### src/rtl/rca_pkg.sv
// rtl/rca_pkg.sv - shared types and constants for the multi-word add/subtract sequencer
package rca_pkg;

  // Width of one ripple-carry slice; operands are processed one slice per clock
  localparam int SLICE_W = 8;

  // Sequencer states
  typedef enum logic [1:0] {
    IDLE = 2'd0,
    RUN  = 2'd1,
    DONE = 2'd2
  } state_t;

  // Slice-index width: clog2 of the slice count, never narrower than one bit
  function automatic int idx_w(input int n);
    if (n <= 2) return 1;
    return $clog2(n);
  endfunction

endpackage

### src/rtl/add8_ci.sv
// rtl/add8_ci.sv - combinational 8-bit ripple-carry adder with carry-in
module add8_ci
  import rca_pkg::*;
(
  input  logic [SLICE_W-1:0] i_a,
  input  logic [SLICE_W-1:0] i_b,
  input  logic               i_ci,
  output logic [SLICE_W-1:0] o_sum,
  output logic               o_co
);

  logic [SLICE_W:0] w_c;

  assign w_c[0] = i_ci;

  // One full adder per bit, carry rippling from bit 0 upward
  for (genvar g = 0; g < SLICE_W; g++) begin : g_fa
    assign o_sum[g]  = i_a[g] ^ i_b[g] ^ w_c[g];
    assign w_c[g+1]  = (i_a[g] & i_b[g]) | (w_c[g] & (i_a[g] ^ i_b[g]));
  end

  assign o_co = w_c[SLICE_W];

endmodule

### src/rtl/rca_mw_seq.sv
// rtl/rca_mw_seq.sv - multi-word add/subtract sequencer reusing one 8-bit adder slice
module rca_mw_seq
  import rca_pkg::*;
#(
  parameter int NWORDS = 4
) (
  input  logic                      clk,
  input  logic                      reset,
  input  logic                      in_valid,
  output logic                      in_ready,
  input  logic                      in_sub,
  input  logic [SLICE_W*NWORDS-1:0] in_a,
  input  logic [SLICE_W*NWORDS-1:0] in_b,
  output logic                      out_valid,
  input  logic                      out_ready,
  output logic [SLICE_W*NWORDS:0]   out_sum,
  output logic                      busy
);

  localparam int W  = SLICE_W * NWORDS;
  localparam int IW = idx_w(NWORDS);
  localparam logic [IW-1:0] LAST_IDX = IW'(NWORDS - 1);

  state_t              r_state;
  logic                r_in_ready;
  logic                r_out_valid;
  logic                r_busy;
  logic [W-1:0]        r_a;
  logic [W-1:0]        r_b;
  logic [W:0]          r_sum;
  logic [IW-1:0]       r_idx;
  logic                r_carry;

  logic [SLICE_W-1:0]  w_a_sl;
  logic [SLICE_W-1:0]  w_b_sl;
  logic [SLICE_W-1:0]  w_s;
  logic                w_co;

  // Pick the operand slices addressed by the current slice index
  always_comb begin
    w_a_sl = '0;
    w_b_sl = '0;
    for (int k = 0; k < NWORDS; k++) begin
      if (r_idx == IW'(k)) begin
        w_a_sl = r_a[SLICE_W*k +: SLICE_W];
        w_b_sl = r_b[SLICE_W*k +: SLICE_W];
      end
    end
  end

  add8_ci u_add8_ci (
    .i_a   (w_a_sl),
    .i_b   (w_b_sl),
    .i_ci  (r_carry),
    .o_sum (w_s),
    .o_co  (w_co)
  );

  // Sequencer: accept operands, walk the slices with a registered carry, hold result until taken
  always_ff @(posedge clk or posedge reset) begin
    if (reset) begin
      r_state     <= IDLE;
      r_in_ready  <= 1'b1;
      r_out_valid <= 1'b0;
      r_busy      <= 1'b0;
      r_a         <= '0;
      r_b         <= '0;
      r_sum       <= '0;
      r_idx       <= '0;
      r_carry     <= 1'b0;
    end else begin
      case (r_state)
        IDLE: begin
          if (in_valid) begin
            // Subtract is a + ~b + 1, so the inversion happens once here and the carry seeds the +1
            r_a        <= in_a;
            r_b        <= in_sub ? ~in_b : in_b;
            r_carry    <= in_sub;
            r_idx      <= '0;
            r_sum      <= '0;
            r_state    <= RUN;
            r_in_ready <= 1'b0;
            r_busy     <= 1'b1;
          end
        end
        RUN: begin
          for (int k = 0; k < NWORDS; k++) begin
            if (r_idx == IW'(k)) r_sum[SLICE_W*k +: SLICE_W] <= w_s;
          end
          r_carry <= w_co;
          if (r_idx == LAST_IDX) begin
            // Index stays on the last slice so it never exceeds NWORDS-1
            r_sum[W]    <= w_co;
            r_state     <= DONE;
            r_out_valid <= 1'b1;
          end else begin
            r_idx <= r_idx + 1'b1;
          end
        end
        DONE: begin
          if (out_ready) begin
            r_out_valid <= 1'b0;
            r_state     <= IDLE;
            r_in_ready  <= 1'b1;
            r_busy      <= 1'b0;
          end
        end
        default: begin
          r_state     <= IDLE;
          r_in_ready  <= 1'b1;
          r_out_valid <= 1'b0;
          r_busy      <= 1'b0;
        end
      endcase
    end
  end

  assign in_ready  = r_in_ready;
  assign out_valid = r_out_valid;
  assign busy      = r_busy;
  assign out_sum   = r_sum;

endmodule

### config.mk
export PLATFORM = sky130hd
export DESIGN_NAME = rca_mw_seq
export DESIGN_NICKNAME = d
export VERILOG_FILES = /design/src/rtl/rca_pkg.sv /design/src/rtl/add8_ci.sv /design/src/rtl/rca_mw_seq.sv
export SDC_FILE = /design/constraint.sdc
export NUM_CORES = 1
export LEC_CHECK = 0
export BUFFER_PORTS_ARGS = -buffer_cell sky130_fd_sc_hd__buf_2
export CAP_MARGIN = 20
export CORE_UTILIZATION = 45
export CTS_CLUSTER_DIAMETER = 120
export DETAILED_ROUTE_END_ITERATION = 10
export PLACE_DENSITY_LB_ADDON = 0.05
export SLEW_MARGIN = 20
export SYNTH_ARGS = -nofsm -noshare
export SYNTH_HDL_FRONTEND = slang
export SYNTH_HIERARCHICAL = 1
export SYNTH_SLANG_ARGS = --single-unit
### constraint.sdc
create_clock -name clk -period 5.9 [get_ports clk]
set_input_delay 0.295 -clock clk [delete_from_list [all_inputs] [get_ports clk]]
set_output_delay 0.295 -clock clk [all_outputs]
set_load 0.02 [all_outputs]
==> metrics.log, run 1 <==
[metrics] status: finished clean
[metrics] slack of the critical path: 0.7386 ns
[metrics] leading post-synthesis cells by cell area: sky130_fd_sc_hd__dfrtp_1, sky130_fd_sc_hd__nand2_1, sky130_fd_sc_hd__mux2_1
[metrics] clock-pin slew on the worst setup and hold paths: 0.07 ns
[metrics] number of global-route vias before repair: 3637
[metrics] most common cell in the netlist: sky130_fd_sc_hd__dfrtp_1
[metrics] static leakage: 2.669 nW
[metrics] final design utilization: 52.74%
[metrics] Flop pwr share: 33.3%
[metrics] share of total power in the clock network: 14.3%
[metrics] number of flops mapped to enable cells by yosys: 0
[metrics] number of distinct standard cells referenced by the synthesized netlist: 35
[metrics] global-route wire length before repair: 19230 um
[metrics] worst setup slack for register-to-register paths: 0.74 ns
[metrics] count of placed standard cells in the final layout, fillers left out: 750
[metrics] placed cells: 734
[metrics] All-Layer GR Usage: 21.56%
[metrics] peak fanout along the critical path: 13
[metrics] Worst Hold Slack: 0.007377 ns
[metrics] startpoint types: flip-flop
[metrics] Hold/Removal Path Class: in2async
[metrics] Reg-to-Reg End: out_sum[31]
[metrics] Final GP Congestion: 0.8469
[metrics] CP Class: reg2reg
[metrics] die height: 110.0 um
[metrics] post-route standard cell area excluding fillers: 6022 um2
[metrics] Slew Limit Headroom: 37.58%
[metrics] commonest register cell after synthesis: sky130_fd_sc_hd__dfrtp_1
[metrics] Root Driver: sky130_fd_sc_hd__clkbuf_16
[metrics] remaining antenna violation count: 0
[metrics] area of the mapped netlist: 5253 um2
[metrics] clock insertion delay at the later pin of the skew report: 0.35 ns
[metrics] required time worst endpoint: 6.16 ns
[metrics] worst-case clock skew: 0.007575 ns
[metrics] detailed-route vias per instance: 5.233
[metrics] share of Yosys cell area claimed by the top area cell type: 49.55%
[metrics] overall die area: 12110 um2
[metrics] Diodes inserted: 0
[metrics] post-synth top area cell: sky130_fd_sc_hd__dfrtp_1
[metrics] setup repair after global routing missed its margin: false
[metrics] number of maximum-capacitance constraint violations: 0
[metrics] pin count of the biggest net entering global routing: 72
[metrics] reg2reg start: r_idx[0]
[metrics] total number of clock tree sinks: 105
[metrics] Max IR drop VDD: 0.5372 mV
[metrics] Synth Register Bits: 105
[metrics] design internal power: 2.095 mW
[metrics] area of the multi-input gates: 2288 um2
[metrics] post-CTS setup repair buffer count: 0
[metrics] post-placement cell area: 5747 um2
[metrics] layout cells sized above 1: 21.58%
[metrics] share of the clock period used by the worst path: 87.48%
[metrics] port buffer count: 104
[metrics] number of buffers and inverters on the critical path: 6
[metrics] Arr. time, crit path: 5.42 ns
[metrics] Syn Area/Cell: 10.16 um2
[metrics] Pwr per Cell Area: 652.4 nW/um2
[metrics] Max Root-Sink Buffers: 2
[metrics] cell breakdown of the critical path: inv_1 > ha_1 > nor2_1 > buf_4 > a31oi_1 > fa_1 > inv_1 > fa_1 > inv_1 > fa_1 > fa_1 > fa_1 > fa_1 > fa_1 > inv_1 > fa_1 > inv_1 > nand2_1 > o211ai_1
[metrics] initial core utilization: 46.00%
[metrics] sequential area share after synthesis: 50.05%
[metrics] number of setup violations in the final report: 0
[metrics] Area growth syn-to-layout: 14.65%
[metrics] number of hold violations in the final report: 0
[metrics] worst-case reg-to-reg path depth: 19
[metrics] Switching Fraction: 46.68%
[metrics] floorplan row count: 39
[metrics] cell family with most CP delay: adder cells
[metrics] Critical Path Most Common Cell: sky130_fd_sc_hd__fa_1
[metrics] Initial DRC Count: 219
[metrics] Async S/R FF share, synth: 100.0%
[metrics] kind of end point of the critical path: flip-flop
[metrics] maximum level of the CTS H-tree: 3
[metrics] die boundary width: 110.0 um
[metrics] initial antenna violation count: 0
[metrics] total negative setup slack: 0 ns
[metrics] 1st-pass router iterations: 5
[metrics] top cells by count, synth: sky130_fd_sc_hd__dfrtp_1, sky130_fd_sc_hd__nand2_1, sky130_fd_sc_hd__nor2_1
[metrics] number of fill cells in the layout: 1073
[metrics] CTS tree: built
[metrics] total clock buffers created by CTS: 9
[metrics] aggregate routed wire length: 12290 um
[metrics] area of the core: 11420 um2
[metrics] min cycle time layout: 5.161 ns
[metrics] pre-CTS setup slack: 0.7781 ns
[metrics] logic gate share of total power: 52.5%
[metrics] PnR Total Power: 3.929 mW
[metrics] Peak Freq: 0.1937 GHz
[metrics] HPWL after detailed placement: 9041 um
[metrics] Ys Warns: 6
[metrics] top-level port count: 105
[metrics] DR DRC count: 0
[metrics] CP max stage cell: sky130_fd_sc_hd__dfrtp_1
[metrics] power dissipated by switching net loads: 1.834 mW
[metrics] worst slew pin tran: 0.9343 ns
[metrics] Post-Synthesis Cells: 517
[metrics] CP peak stage delay: 0.44 ns
[metrics] max-slew violation count: 0
[metrics] flip-flop and latch area: 2629 um2
[metrics] routed vias: 3925
[metrics] net count reported at finish: 683
[metrics] hold bufs inserted after CTS: 0
[metrics] Syn Nets: 598
[metrics] total overflow reported by the global router: 0
[metrics] count of instances resized after the clock tree is built: 0
[metrics] detailed-route wire length per cell: 16.38 um
==> power by group through the flow <==
stage                     clock network, mW  registers, mW  logic [mW]
final                                 0.560           1.31        2.06
after global routing                  0.603           1.34        2.33
after CTS                             0.580           1.31        2.09
after detailed placement                  0           1.32        2.09
after global placement                    0           1.32        2.04
after floorplan                           0           1.30        1.44
==> cell usage in the layout, fill, tap and decap left out, drive strengths merged, types with 2 or more instances in the layout <==
cell	instances
buf	111
dfrtp	104
nand2	96
nor2	45
a21oi	36
o211ai	33
xnor2	32
mux2	30
inv	20
nand3b	13
a31oi	13
clkbuf	13
o22ai	9
o2bb2ai	8
fa	8
nor2b	6
o21ai	5
a221oi	5
ha	4
nor3	3
clkinv	3
nand3	2
nor3b	2
==> cell families (layout without fill, tap and decap cells) <==
| kind of cell | after synthesis | after routing | synth area share, % |
|---|---|---|---|
| muxes | 30 | 30 | 6.432 |
| DFF | 105 | 105 | 50.05 |
| buffers and inverters | 57 | 147 | 6.503 |
| adders and majority gates | 12 | 12 | 4.002 |
| xor gates and xnor gates | 32 | 32 | 5.336 |
| and+or+nand+nor | 169 | 169 | 13.74 |
| AOI/OAI and AO/OA | 112 | 112 | 13.94 |
==> per-layer routing <==
| layer | up-vias | track usage (%) | wire length, um |
|---|---|---|---|
| li1 | 1929 | - | - |
| met1 | 1898 | 27.93 | 5574 |
| met2 | 93 | 36.21 | 6116 |
| met3 | 5 | 6.114 | 525 |
| met4 | 0 | 4.095 | 70 |
| met5 | - | 0 | 0 |
==> sequential cells by signal (all words and copies together), names as in the netlist <==
signal / cells
busy: 1
in_ready: 1
out_sum: 33
out_valid: 1
r_a: 32
r_b: 32
r_carry: 1
r_idx: 2
r_state: 2
==> worst max-delay path by stage <==
stage | start | endpoint | cells past startpoint | slack [ns]
floorplan | r_idx[0] | out_sum[7] | 20 | 1.19
global placement | r_idx[0] | out_sum[7] | 19 | 0.92
detailed placement | r_idx[0] | out_sum[7] | 19 | 0.78
CTS | r_idx[0] | out_sum[7] | 19 | 0.74
global route | r_idx[0] | out_sum[15] | 19 | 0.44
finish | r_idx[0] | out_sum[31] | 19 | 0.74
==> layout make-up <==
class / count / share of cell area (%)
tap: 143 / 2.971
timing repair buffer: 111 / 9.516
clock inverter: 3 / 0.2493
clock buffer: 13 / 4.322
sequential: 105 / 43.65
inverter: 20 / 1.288
multi-input combinational: 355 / 38.00
Power figures use the tool's default switching activity.
==> run 2: changes to the inputs <==
--- a/config.mk
+++ b/config.mk
@@ -10,7 +10,8 @@
 export CORE_UTILIZATION = 45
 export CTS_CLUSTER_DIAMETER = 120
 export DETAILED_ROUTE_END_ITERATION = 10
-export PLACE_DENSITY_LB_ADDON = 0.05
+export PLACE_DENSITY = 0.63
+export SETUP_SLACK_MARGIN = 0.4
 export SLEW_MARGIN = 20
 export SYNTH_ARGS = -nofsm -noshare
 export SYNTH_HDL_FRONTEND = slang
==> metrics.log, run 2 (synthesis results as in run 1) <==
[metrics] status: finished clean
[metrics] static leakage: 2.670 nW
[metrics] Slew Limit Headroom: 35.87%
[metrics] total number of clock tree sinks: 105
[metrics] area of the core: 11420 um2
[metrics] All-Layer GR Usage: 21.31%
[metrics] Max IR drop VDD: 0.4810 mV
[metrics] pin count of the biggest net entering global routing: 99
[metrics] detailed-route wire length per cell: 15.87 um
[metrics] flip-flop count of the largest register, all copies and words added: 33
[metrics] overall die area: 12110 um2
[metrics] Max Root-Sink Buffers: 2
[metrics] top-level port count: 105
[metrics] Hold/Removal Path Class: in2async
[metrics] Worst Hold Slack: 0.04033 ns
[metrics] 1st-pass router iterations: 5
[metrics] routed vias: 3877
[metrics] global-route wire length before repair: 19210 um
[metrics] DR DRC count: 0
[metrics] final design utilization: 52.93%
[metrics] slack of the critical path: 0.7834 ns
[metrics] required time worst endpoint: 6.16 ns
[metrics] count of placed standard cells in the final layout, fillers left out: 748
[metrics] die boundary width: 110.0 um
[metrics] detailed-route vias per instance: 5.183
[metrics] Diodes inserted: 0
[metrics] min cycle time layout: 5.117 ns
[metrics] startpoint types: flip-flop
[metrics] kind of end point of the critical path: flip-flop
[metrics] post-route standard cell area excluding fillers: 6043 um2
[metrics] clock-pin slew on the worst setup and hold paths: 0.07 ns
[metrics] PnR Total Power: 3.956 mW
[metrics] clock insertion delay at the later pin of the skew report: 0.34 ns
[metrics] number of hold violations in the final report: 0
[metrics] worst-case clock skew: 0.006815 ns
[metrics] number of setup violations in the final report: 0
[metrics] number of global-route vias before repair: 3773
[metrics] max-slew violation count: 0
[metrics] initial core utilization: 46.00%
[metrics] HPWL after detailed placement: 8611 um
[metrics] Arr. time, crit path: 5.37 ns
[metrics] aggregate routed wire length: 11870 um
[metrics] maximum level of the CTS H-tree: 3
[metrics] floorplan row count: 39
[metrics] layout cells sized above 1: 21.49%
[metrics] hold bufs inserted after CTS: 0
[metrics] share of the clock period used by the worst path: 86.72%
[metrics] pre-CTS setup slack: 0.6909 ns
[metrics] reg2reg start: r_idx[0]
[metrics] CP Class: reg2reg
[metrics] remaining antenna violation count: 0
[metrics] Initial DRC Count: 268
[metrics] number of maximum-capacitance constraint violations: 0
[metrics] Final GP Congestion: 0.8762
[metrics] Area growth syn-to-layout: 15.05%
[metrics] Worst setup startpoint: r_idx[0]
[metrics] placed cells: 732
[metrics] Root Driver: sky130_fd_sc_hd__clkbuf_16
[metrics] total negative setup slack: 0 ns
[metrics] total clock buffers created by CTS: 9
[metrics] die height: 110.0 um
[metrics] total overflow reported by the global router: 0
[metrics] post-placement cell area: 5732 um2
[metrics] port buffer count: 104
[metrics] initial antenna violation count: 0
[metrics] worst slew pin tran: 0.9620 ns
[metrics] Peak Freq: 0.1954 GHz
[metrics] commonest non-fill, non-tap cells in the layout: sky130_fd_sc_hd__dfrtp_1, sky130_fd_sc_hd__buf_2, sky130_fd_sc_hd__nand2_1
[metrics] peak fanout along the critical path: 13
[metrics] CTS tree: built
[metrics] setup repair after global routing missed its margin: false
[metrics] net count reported at finish: 681
[metrics] Pwr per Cell Area: 654.7 nW/um2
==> run 2: cell count changes in the layout (fill, tap and decap cells not counted) <==
| cell | delta |
|---|---|
| sky130_fd_sc_hd__ha_2 | +1 |
| sky130_fd_sc_hd__ha_1 | -1 |
| sky130_fd_sc_hd__clkbuf_8 | +1 |
| sky130_fd_sc_hd__buf_4 | -2 |
| sky130_fd_sc_hd__clkinv_2 | -2 |
| sky130_fd_sc_hd__bufinv_16 | +1 |
==> run 2: final timing paths <==
| check | endpoint | slack, ns | cells past startpoint |
|---|---|---|---|
| worst max-delay path | out_sum[7] | 0.78 | 19 |
| worst min-delay path | out_sum[19] | 0.04 | 2 |
| worst max register to register | out_sum[7] | 0.78 | 19 |
| worst min register to register | r_a[14] | 0.49 | 1 |
| max in group asynchronous | r_b[26] | 4.72 | 3 |
| min in group clk | r_a[31] | 0.16 | 3 |
==> run 2: routing by layer <==
| metal | up-vias | global-route usage, % | part of all wire [%] |
|---|---|---|---|
| li1 | 1918 | - | - |
| met1 | 1846 | 28.23 | 47 |
| met2 | 99 | 35.31 | 48 |
| met3 | 14 | 4.115 | 3.5 |
| met4 | 0 | 6.667 | 1.6 |
| met5 | - | 0 | 0 |
==> run 2: worst max-delay path, cell delays in order (launching register included) <==
cell                       delay (ns)
sky130_fd_sc_hd__dfrtp_1         0.44
sky130_fd_sc_hd__inv_1           0.10
sky130_fd_sc_hd__ha_1            0.35
sky130_fd_sc_hd__nor2_1          0.37
sky130_fd_sc_hd__buf_4           0.22
sky130_fd_sc_hd__a31oi_1         0.11
sky130_fd_sc_hd__fa_1            0.39
sky130_fd_sc_hd__inv_1           0.07
sky130_fd_sc_hd__fa_1            0.16
sky130_fd_sc_hd__inv_1           0.05
sky130_fd_sc_hd__fa_1            0.38
sky130_fd_sc_hd__fa_1            0.39
sky130_fd_sc_hd__fa_1            0.40
sky130_fd_sc_hd__fa_1            0.41
sky130_fd_sc_hd__fa_1            0.37
sky130_fd_sc_hd__inv_1           0.07
sky130_fd_sc_hd__fa_1            0.40
sky130_fd_sc_hd__inv_1           0.06
sky130_fd_sc_hd__nand2_1         0.10
sky130_fd_sc_hd__o211ai_1        0.19
==> run 2: final cells by class <==
cell class | instances | area, um2
Timing Repair Buffer | 109 | 558.0
Inverter | 20 | 77.57
Multi-Input combinational cell | 355 | 2291
Tap cell | 143 | 178.9
Sequential cell | 105 | 2629
Fill cell | 1040 | 5375
Clock inverter | 2 | 35.03
Clock buffer | 14 | 274.0
==> run 2: timing repair <==
item                       4_1_cts  5_1_grt
resized for setup                0        1
setup endpoints to repair        0        4
setup buffers                    0        0
==> run 2: power by group <==
group / switching (mW) / internal (mW)
Combinational: 1.31 / 0.727
Sequential: 0.249 / 1.06
Clock: 0.253 / 0.364
Total: 1.81 / 2.15
